**config.mk**
```make
export PLATFORM = sky130hd
export DESIGN_NAME = argon_seq_ctrl
export DESIGN_NICKNAME = d
export VERILOG_FILES = /design/src/rtl/argon_seq_ctrl.sv
export SDC_FILE = /design/constraint.sdc
export NUM_CORES = 1
export LEC_CHECK = 0
export ABC_AREA = 1
export CAP_MARGIN = 0
export CORE_ASPECT_RATIO = 1.1
export CORE_MARGIN = 2
export CORE_UTILIZATION = 45
export CTS_BUF_LIST = sky130_fd_sc_hd__clkbuf_8 sky130_fd_sc_hd__clkbuf_16
export DETAILED_ROUTE_END_ITERATION = 16
export PLACE_DENSITY = 0.87
export SYNTH_ARGS = -nofsm -noshare
export SYNTH_HDL_FRONTEND = slang
export SYNTH_SLANG_ARGS = --single-unit
```
**constraint.sdc**
```tcl
create_clock -name i_clk -period 1.9 [get_ports i_clk]
set_input_delay 0.38 -clock i_clk [delete_from_list [all_inputs] [get_ports i_clk]]
set_output_delay 0.38 -clock i_clk [all_outputs]
set_load 0.1 [all_outputs]
```
**src/rtl/argon_seq_ctrl.sv**
```systemverilog
// Single-issue control sequencer for the Argon regfile + ALU datapath.
// Optional build macro ARGON_SEQ_OVERLAP_EN: accept the next instruction during S_WB.
module argon_seq_ctrl #(
  parameter int DATA_WIDTH = 16,
  parameter int SEL_WIDTH  = 4,
  parameter int CNT_WIDTH  = 16
) (
  input  logic                  i_clk,
  input  logic                  i_reset_n,
  input  logic                  i_halt,
  input  logic                  i_instr_valid,
  output logic                  o_instr_ready,
  input  logic [17:0]           i_instr,
  input  logic [DATA_WIDTH-1:0] i_imm,
  output logic [SEL_WIDTH-1:0]  o_selectA,
  output logic [SEL_WIDTH-1:0]  o_selectB,
  output logic [SEL_WIDTH-1:0]  o_selectW,
  output logic                  o_write_en,
  output logic                  o_write_to_regfile,
  output logic                  o_use_immediate,
  output logic [DATA_WIDTH-1:0] o_portW,
  output logic [3:0]            o_alu_op,
  input  logic                  i_flag_zero,
  input  logic                  i_flag_sign,
  input  logic                  i_flag_overflow,
  input  logic                  i_flag_carry,
  output logic                  o_flag_zero,
  output logic                  o_flag_sign,
  output logic                  o_flag_overflow,
  output logic                  o_flag_carry,
  output logic                  o_busy,
  output logic [CNT_WIDTH-1:0]  o_retired
);

`ifdef ARGON_SEQ_OVERLAP_EN
  localparam bit OVERLAP = 1'b1;
`else
  localparam bit OVERLAP = 1'b0;
`endif

  localparam logic [1:0] K_RI  = 2'b01;
  localparam logic [1:0] K_LDI = 2'b10;
  localparam logic [1:0] K_CMP = 2'b11;

  typedef enum logic [1:0] {S_IDLE = 2'd0, S_EXEC = 2'd1, S_WB = 2'd2} state_t;

  state_t                state_q, state_d;
  logic [1:0]            kind_q, kind_d;
  logic [3:0]            op_q, op_d;
  logic [SEL_WIDTH-1:0]  rd_q, rd_d, ra_q, ra_d, rb_q, rb_d;
  logic [DATA_WIDTH-1:0] imm_q, imm_d;
  logic [3:0]            flags_q, flags_d;
  logic [CNT_WIDTH-1:0]  retired_q, retired_d;
  logic                  ready, accept, retire;
  state_t                accept_state;

  always_ff @(posedge i_clk or negedge i_reset_n) begin
    if (!i_reset_n) begin
      state_q   <= S_IDLE;
      kind_q    <= '0;
      op_q      <= '0;
      rd_q      <= '0;
      ra_q      <= '0;
      rb_q      <= '0;
      imm_q     <= '0;
      flags_q   <= '0;
      retired_q <= '0;
    end else begin
      state_q   <= state_d;
      kind_q    <= kind_d;
      op_q      <= op_d;
      rd_q      <= rd_d;
      ra_q      <= ra_d;
      rb_q      <= rb_d;
      imm_q     <= imm_d;
      flags_q   <= flags_d;
      retired_q <= retired_d;
    end
  end

  always_comb begin
    state_d   = state_q;
    kind_d    = kind_q;
    op_d      = op_q;
    rd_d      = rd_q;
    ra_d      = ra_q;
    rb_d      = rb_q;
    imm_d     = imm_q;
    flags_d   = flags_q;
    retired_d = retired_q;
    retire    = 1'b0;

    ready  = (state_q == S_IDLE) || (OVERLAP && (state_q == S_WB) && !i_halt);
    accept = ready && i_instr_valid && !i_halt;
    // LDI skips the ALU entirely and writes on the very next cycle
    accept_state = (i_instr[17:16] == K_LDI) ? S_WB : S_EXEC;

    case (state_q)
      S_IDLE: begin
        if (accept) state_d = accept_state;
      end
      S_EXEC: begin
        if (!i_halt) begin
          flags_d = {i_flag_zero, i_flag_sign, i_flag_overflow, i_flag_carry};
          if (kind_q == K_CMP) begin
            retire  = 1'b1;
            state_d = S_IDLE;
          end else begin
            state_d = S_WB;
          end
        end
      end
      S_WB: begin
        if (!i_halt) begin
          retire  = 1'b1;
          state_d = accept ? accept_state : S_IDLE;
        end
      end
      default: state_d = S_IDLE;
    endcase

    if (accept) begin
      kind_d = i_instr[17:16];
      op_d   = i_instr[15:12];
      rd_d   = SEL_WIDTH'(i_instr[11:8]);
      ra_d   = SEL_WIDTH'(i_instr[7:4]);
      rb_d   = SEL_WIDTH'(i_instr[3:0]);
      imm_d  = i_imm;
    end

    if (retire) retired_d = retired_q + {{(CNT_WIDTH-1){1'b0}}, 1'b1};
  end

  // Outputs decode only flops; halt is the one live gate, on the write strobe/ready
  assign o_instr_ready      = ready;
  assign o_busy             = (state_q != S_IDLE);
  assign o_selectA          = o_busy ? ra_q : '0;
  assign o_selectB          = o_busy ? rb_q : '0;
  assign o_alu_op           = o_busy ? op_q : 4'd0;
  assign o_use_immediate    = o_busy && (kind_q == K_RI);
  assign o_selectW          = (state_q == S_WB) ? rd_q : '0;
  assign o_write_en         = (state_q == S_WB) && !i_halt;
  assign o_write_to_regfile = (state_q == S_WB) && (kind_q == K_LDI);
  assign o_portW            = imm_q;
  assign o_flag_zero        = flags_q[3];
  assign o_flag_sign        = flags_q[2];
  assign o_flag_overflow    = flags_q[1];
  assign o_flag_carry       = flags_q[0];
  assign o_retired          = retired_q;

endmodule

```
[Word-level counts from Yosys, hierarchy flattened]
Cells that the tools add are included.
Word-level totals
  register bits: 56
  word-level logic and storage cells: 45
  input port bits: 42
  output and inout port bits: 57
Operators by class
  add/sub/neg operators: 1
  reduce and logical (&&, ||, !) cells: 10
  bitwise gates (word level): 1
  equal/unequal tests: 9
  mux-type cells: 15
Operators with widths (count)
  adder 16 x 1 -> 16 bit, second input constant: 1
  2-to-1 mux 4 bit: 4
  2-to-1 mux 2 bit: 6
  == test 2 bit, second input constant: 4
  case mux 2 bit (3 select lines): 1
  logical AND 1 bit: 5
  == test 2 x 1 -> 1 bit, second input constant: 2
  inequality test 2 bit, second input constant: 2
  2-to-1 mux 1 bit: 3
  AND reduction 3 bit: 1
  logical NOT 2 bit: 1
  inequality test 2 x 1 -> 1 bit, second input constant: 1
  case mux 1 bit (2 select lines): 1
  AND reduction 2 bit: 1
  nonzero test 2 bit: 1
  logical NOT 1 bit: 1
  inverter 1 bit: 1

[Depth between registers and ports, before layout]
Gate-level depths: netlist (run 1).
  depth after elaboration: 6
  gate-level depth with buffers: 9
  depth with buffers taken out: 8

[Worst setup path before layout (run 1)]
Ideal clock, no wire load.
  kind: register to output
  start point: reg state_q[0]
  end point: out o_write_to_regfile
  arrival: 2.839 ns
  required time: 1.520 ns
  setup slack: -1.319 ns
  cell stages (with the launch flop): 5
  path buffers: 0
  cell sequence: dfrtp_1 > inv_1 > ha_1 > inv_2 > nor3_1
Between the ends
  longest elaborated chain between the ends: 2
RTL lines
  start, declared: line 47  | state_t state_q, state_d;
  start signal, assigned: line 69  | state_q <= state_d;
  == test 2 bit: line 143  | assign o_write_to_regfile = (state_q == S_WB) && (kind_q == K_LDI);
  logical AND 1 bit: line 143
  end, declared: line 19  | output logic o_write_to_regfile,
No other way between the ends.

[Final worst setup path (run 1)]
  start point: reg state_q[1]
  end point: out o_selectA[1]
Between the ends
  longest elaborated chain between the ends: 2
RTL lines
  nonzero test 2 bit: line 136  | assign o_busy = (state_q != S_IDLE);
  2-to-1 mux 4 bit: line 137  | assign o_selectA = o_busy ? ra_q : '0;
  end, declared: line 15  | output logic [SEL_WIDTH-1:0] o_selectA,
No other way between the ends.

==> results of run 1 <==
==> routing by layer <==
| metal | vias up | GRT usage, % | routed length (um) |
|---|---|---|---|
| li1 | 1263 | - | - |
| met1 | 1207 | 28.10 | 2970 |
| met2 | 89 | 38.40 | 3603 |
| met3 | 8 | 4.947 | 425 |
| met4 | 0 | 5.423 | 71 |
| met5 | - | 0 | 0 |
==> per-stage QoR <==
stage	setup WS (ns)	setup TNS, ns	util [%]	instance area [um2]	hold WS [ns]
5_1_grt	0.0001666	0	75.86	4404	0.06612
6_report	0.05853	0	75.86	4404	0.03609
2_1_floorplan	-0.08734	-0.1651	-	2897	0.08441
3_5_place_dp	0.06702	0	73.34	4258	0.3995
3_3_place_gp	0.1327	0	73.34	4258	0.3967
4_1_cts	0.02160	0	75.54	4385	0.05102
==> cells by family (layout without fill, tap and decap cells) <==
group | Yosys count | after routing
xor+xnor | 6 | 6
buf+inv | 48 | 155
compound gates | 29 | 29
mux | 4 | 4
flops | 56 | 56
fa+ha+maj | 5 | 5
simple gates | 196 | 196
==> layout make-up <==
type / count / area (um2)
Clock inverter: 3 / 23.77
Clock buffer: 5 / 68.82
Multi-Input combinational cell: 240 / 1252
Tap cell: 77 / 96.34
Timing Repair Buffer: 109 / 1408
Inverter: 38 / 151.4
Sequential cell: 56 / 1404
Fill cell: 371 / 1401
==> worst paths after layout <==
| path | from | end |
|---|---|---|
| max | state_q[1] | o_selectA[1] |
| min | i_reset_n | o_portW[5] |
| max reg2reg | state_q[1] | state_q[0] |
| min reg2reg | rd_q[3] | rd_q[3] |
| max in group asynchronous | i_reset_n | o_retired[1] |
| min in group i_clk | rd_q[3] | rd_q[3] |
==> timing repair <==
| item | 4_1_cts | 5_1_grt |
|---|---|---|
| cloned | 0 | 0 |
| pin swaps | 1 | 3 |
| buffers inserted | 3 | 2 |
| setup endpoints to repair | 11 | 11 |
| resized for setup | 2 | 1 |
==> state kept, by name, indices dropped and copies added, names as in the netlist <==
register,cells
op_q,4
flags_q,4
o_retired,16
o_portW,16
ra_q,4
state_q,2
kind_q,2
rb_q,4
rd_q,4
==> cell usage after synthesis (all sizes together) <==
master  number  area (um2)
nand2      147       569.3
dfrtp       56        1401
inv         38       147.6
nor2        34       135.1
o21ai       26       130.1
nand3        8       45.04
buf          7       62.55
ha           5       62.56
nand4        5       31.28
mux2         4       45.04
xor2         4       35.03
clkbuf       3       12.51
o22ai        2       18.77
xnor2        2       17.52
a21oi        1       5.000
nand3b       1       11.26
nor3         1       5.000
==> cells in the final DEF, fill, tap and decap left out, drive strengths merged, types with 5 or more instances in the layout <==
cell type | netlist | routed
buf | 7 | 69
clkbuf | 3 | 5
clkdlybuf4s50 | 0 | 40
dfrtp | 56 | 56
ha | 5 | 5
inv | 38 | 37
nand2 | 147 | 147
nand3 | 8 | 8
nand4 | 5 | 5
nor2 | 34 | 34
o21ai | 26 | 26
==> key figures, run 1 <==
Die
  – I/O pin count: 99
  – Placeable Area: slightly below 6000 um2
  – FP Rows: 29
  – Initial Utilization: 47.11%
  – Height of the die: about 86 um
  – Die area: 6718 um2
  – Die width: 78.34 um

Logic synthesis
  – Mux share of post-synthesis cell area: 1.647%
  – Combinational family with the most area after synthesis: simple AND/OR/NAND/NOR gates
  – Post-synth design cell area: 2735 um2
  – Synth unique cells: 30
  – Seq cells post-synth: 56
  – Seq/Total Area, Yosys: 51.24%
  – XOR/XNOR Fraction of Synth Area: 1.921%
  – Syn. warnings: 0
  – Cells after Synth: about 340
  – Syn nets: 391
  – Post-Synth Adder-Cell Area: under 10%
  – Post-Synthesis Mean Instance Area: between 7 and 8 um2
  – Compound-Gate Fraction of Synth Area: around 5.6%
  – Area share of and/or/nand/nor cells after synthesis: just under 30%

Critical path
  – Critical path type: reg -> out
  – CP top delay family: buffers and inverters
  – Max stage delay on crit path: roughly 0.40 ns
  – Levels on crit path: 5
  – Maximum fanout along the worst path: 9
  – FF-to-FF setup slack: 0.29 ns
  – Sequence of cells on the critical path: inv_2 -> ha_4 -> buf_12 -> nor2_4 -> buf_12
  – Type of origin of the critical path: flop
  – Endpoint class of the critical path: output pin
  – Slowest-stage cell, CP: dfrtp_1
  – Crit-path most repeated cell: buf_12
  – Worst Path Buf+Inv: 3
  – Crit path DAT: 1.46 ns
  – Worst path required time: 1.52 ns
  – Worst Reg-to-Reg Cells: 8

Final layout
  – ANT cells: 0
  – Fin nets: 497
  – Fin cells: between 500 and 600
  – Layout area overhead: 61.02%
  – Share of cells above drive strength 1: 25.72%

Clocking
  – CTS tree: done
  – Clock transition at the registers of the reported paths: 0.10 ns
  – Num Clock Sinks: 56
  – Maximum clock path buffer count: 2
  – # hold bufs at CTS: 0
  – Worst-skew pair later-pin latency: around 0.31 ns
  – CTS Buf Count: 5
  – Max H-tree Level: 2
  – Clk root buf: clkbuf_8

Routing
  – Routed Wire Length: 7070 um
  – DRT antenna net count: 0
  – Vias per Instance: 4.862
  – Via Count: ~2600
  – Avg WL per Cell: 13.39 um
  – Drt pass-1 iters: 4
  – DRT iter0 DRCs: between 100 and 150
  – Residual DRC: 0

STA
  – Peak Freq: 0.5430 GHz
  – Final Hold Vio Count: 0
  – Fin crit period: 1.841 ns
  – Least-Margin Pin Slew: 0.2945 ns
  – RSZ-0062 raised after global routing: false
  – Count of final setup violators: 0
  – Fin. max-slew vios: 0
  – Slew HR: 80.16%
  – Period utilization: 96.92%
  – Skew final: 0.007380 ns

Min path
  – Hold/Removal Path Class: in -> async

Global route
  – Global router's overall resource usage: about 22%
  – Initial antenna violation count: 0
  – Vias in the first global route: 2554
  – Largest net degree at the start of global routing: 57
  – Global-route wire length before repair: 11750 um
  – Remaining Overflow, GRT: 0

Placement
  – PortBufs: 98
  – Placed cell count: 515
  – Placer Congestion: 0.8590
  – HPWL after DPL: 5280 um

Run
  – Maxcap violations: 0

Status
  – Status: finished, final reports clean
Power of run 1 is left out: the tool's default activity adds up to more than one toggle a clock period on the data nets, which glitch-free logic cannot reach.
==> inputs of run 2 (changes only) <==
- PLACE_DENSITY: 0.87 -> 0.81
==> run 2 against run 1 <==
Against the previous run: fmax is 1.6% lower; first-iteration DRC count is 7.8% lower; largest cell class unchanged; die area stayed put; worst hold slack better by 0.00058 ns; utilization is 0.78 points higher; worst setup slack worse by 0.031 ns; clock skew is 0.00092 ns higher; highest routed layer unchanged; sequential cell count stayed put; design area is 1.0% higher; non-clock buffer count stayed put.
==> key figures, run 2 (synthesis results as in run 1) <==
Status
  – Status: finished, final reports clean (unchanged)

Global route
  – Initial antenna violation count: 0 (unchanged)
  – Global router's overall resource usage: 22.16% (was 22.06%)
  – Vias in the first global route: 2599 (was 2554)
  – Global-route wire length before repair: 11780 um (was 11750 um)
  – Largest net degree at the start of global routing: 57 (unchanged)
  – Remaining Overflow, GRT: 0 (unchanged)

Die
  – I/O pin count: 99 (unchanged)
  – Initial Utilization: 47.11% (unchanged)
  – FP Rows: 29 (unchanged)
  – Die area: 6718 um2 (unchanged)
  – Height of the die: 85.77 um (unchanged)
  – Die width: 78.34 um (unchanged)
  – Placeable Area: 5806 um2 (unchanged)

STA
  – Fin. max-slew vios: 0 (unchanged)
  – Fin crit period: 1.872 ns (was 1.841 ns)
  – Least-Margin Pin Slew: 0.3377 ns (was 0.2945 ns)
  – Period utilization: 98.54% (was 96.92%)
  – Peak Freq: 0.5341 GHz (was 0.5430 GHz)
  – RSZ-0062 raised after global routing: true (was false)
  – Setup WS post-layout: 0.02779 ns (was 0.05853 ns)
  – Final Hold Vio Count: 0 (unchanged)
  – Slew HR: 77.25% (was 80.16%)
  – Min Hold Slack: 0.03668 ns (was 0.03609 ns)
  – Skew final: 0.008298 ns (was 0.007380 ns)
  – Count of final setup violators: 0 (unchanged)

Routing
  – DRT antenna net count: 0 (unchanged)
  – Routed Wire Length: 7029 um (was 7070 um)
  – Vias per Instance: 4.911 (was 4.862)
  – Via Count: 2593 (was 2567)
  – DRT iter0 DRCs: 118 (was 128)
  – Drt pass-1 iters: 5 (was 4)
  – Residual DRC: 0 (unchanged)
  – Avg WL per Cell: 13.31 um (was 13.39 um)

Final layout
  – Share of cells above drive strength 1: 26.39% (was 25.72%)
  – ANT cells: 0 (unchanged)
  – Commonest non-fill, non-tap cell in the layout: nand2_1 (unchanged)
  – Layout area overhead: 62.67% (was 61.02%)
  – Most frequent cells in the layout: 144 x nand2_1, 54 x dfrtp_1, 41 x buf_12 (was 144 x nand2_1, 54 x dfrtp_1, 40 x clkdlybuf4s50_1)
  – Fin nets: 497 (unchanged)

Min path
  – Hold/Removal Path Class: in -> async (unchanged)

Placement
  – PortBufs: 98 (unchanged)
  – Placer Congestion: 0.8801 (was 0.8590)
  – HPWL after DPL: 5218 um (was 5280 um)
  – Pre-CTS WS: 0.08646 ns (was 0.06702 ns)

Clocking
  – Worst-skew pair later-pin latency: 0.31 ns (about the same)
  – CTS Buf Count: 5 (unchanged)
  – Clk root buf: clkbuf_8 (unchanged)
  – Num Clock Sinks: 56 (unchanged)
  – CTS tree: done (unchanged)
  – Clock transition at the registers of the reported paths: 0.10 ns (about the same)
  – Maximum clock path buffer count: 2 (unchanged)
  – # hold bufs at CTS: 0 (unchanged)
  – Max H-tree Level: 2 (unchanged)

Run
  – Maxcap violations: 0 (unchanged)

Critical path
  – Worst path required time: 1.52 ns (about the same)
  – Endpoint class of the critical path: output pin (unchanged)
  – Type of origin of the critical path: flop (unchanged)
  – Worst Reg-to-Reg Cells: 8 (unchanged)
  – Maximum fanout along the worst path: 5 (was 9)
  – Critical path type: reg -> out (unchanged)
  – Crit path DAT: 1.49 ns (was 1.46 ns)
## run 2: cell count changes in the layout (fill, tap and decap cells not counted)
cell,before,now
inv_1,31,28
buf_12,39,41
buf_4,28,26
inv_2,5,7
buf_6,1,0
clkbuf_16,0,1
clkinvlp_4,3,2
inv_4,0,1
inv_8,0,1
## run 2: layer usage
layer / track usage, % / wire (um) / vias to the layer above
met4: 7.018 / 102 / 0
li1: - / - / 1267
met3: 4.737 / 419 / 12
met5: 0 / 0 / -
met2: 38.24 / 3448 / 92
met1: 28.00 / 3058 / 1222
## run 2: timing repair
| item | CTS | global route |
|---|---|---|
| cloned | 0 | 1 |
| pin swaps | 1 | 6 |
| resized for setup | 2 | 4 |
| setup endpoints to repair | 12 | 14 |
| buffers inserted | 2 | 3 |
## run 2: worst max-delay path, cell delays in order, from the launching register on
cell and delay (ns):
dfrtp_1 0.44, inv_2 0.09, ha_4 0.20, buf_12 0.15, nor2_4 0.11, buf_12 0.18
## run 2: metrics by stage
step	util [%]	cells	setup TNS, ns	instance area, um2
floorplan	-	344	-0.1651	2897
global placement	73.43	514	0	4263
detailed placement	73.43	514	0	4263
CTS	75.78	524	0	4399
global route	76.64	528	-0.1711	4449
finish	76.64	528	0	4449
## run 2: path summary, 6_finish.rpt
check / to / start / slack, ns
min: ra_q[3] / i_reset_n / 0.04
max reg2reg: state_q[0] / state_q[1] / 0.18
min in group i_clk: rd_q[0] / rd_q[0] / 0.49
max: o_alu_op[2] / state_q[1] / 0.03
min reg2reg: rd_q[0] / rd_q[0] / 0.49
max in group asynchronous: o_retired[0] / i_reset_n / 1.58
## run 2: layout make-up
cell class / instances / area [um2]
repair buffers: 109 / 1446
inverters: 38 / 153.9
flip-flops and latches: 56 / 1404
well taps: 77 / 96.34
fillers: 387 / 1356
clock buffers: 5 / 68.82
multi-input cells: 240 / 1252
clock inverters: 3 / 27.53
Power of run 2 is left out for the same reason.
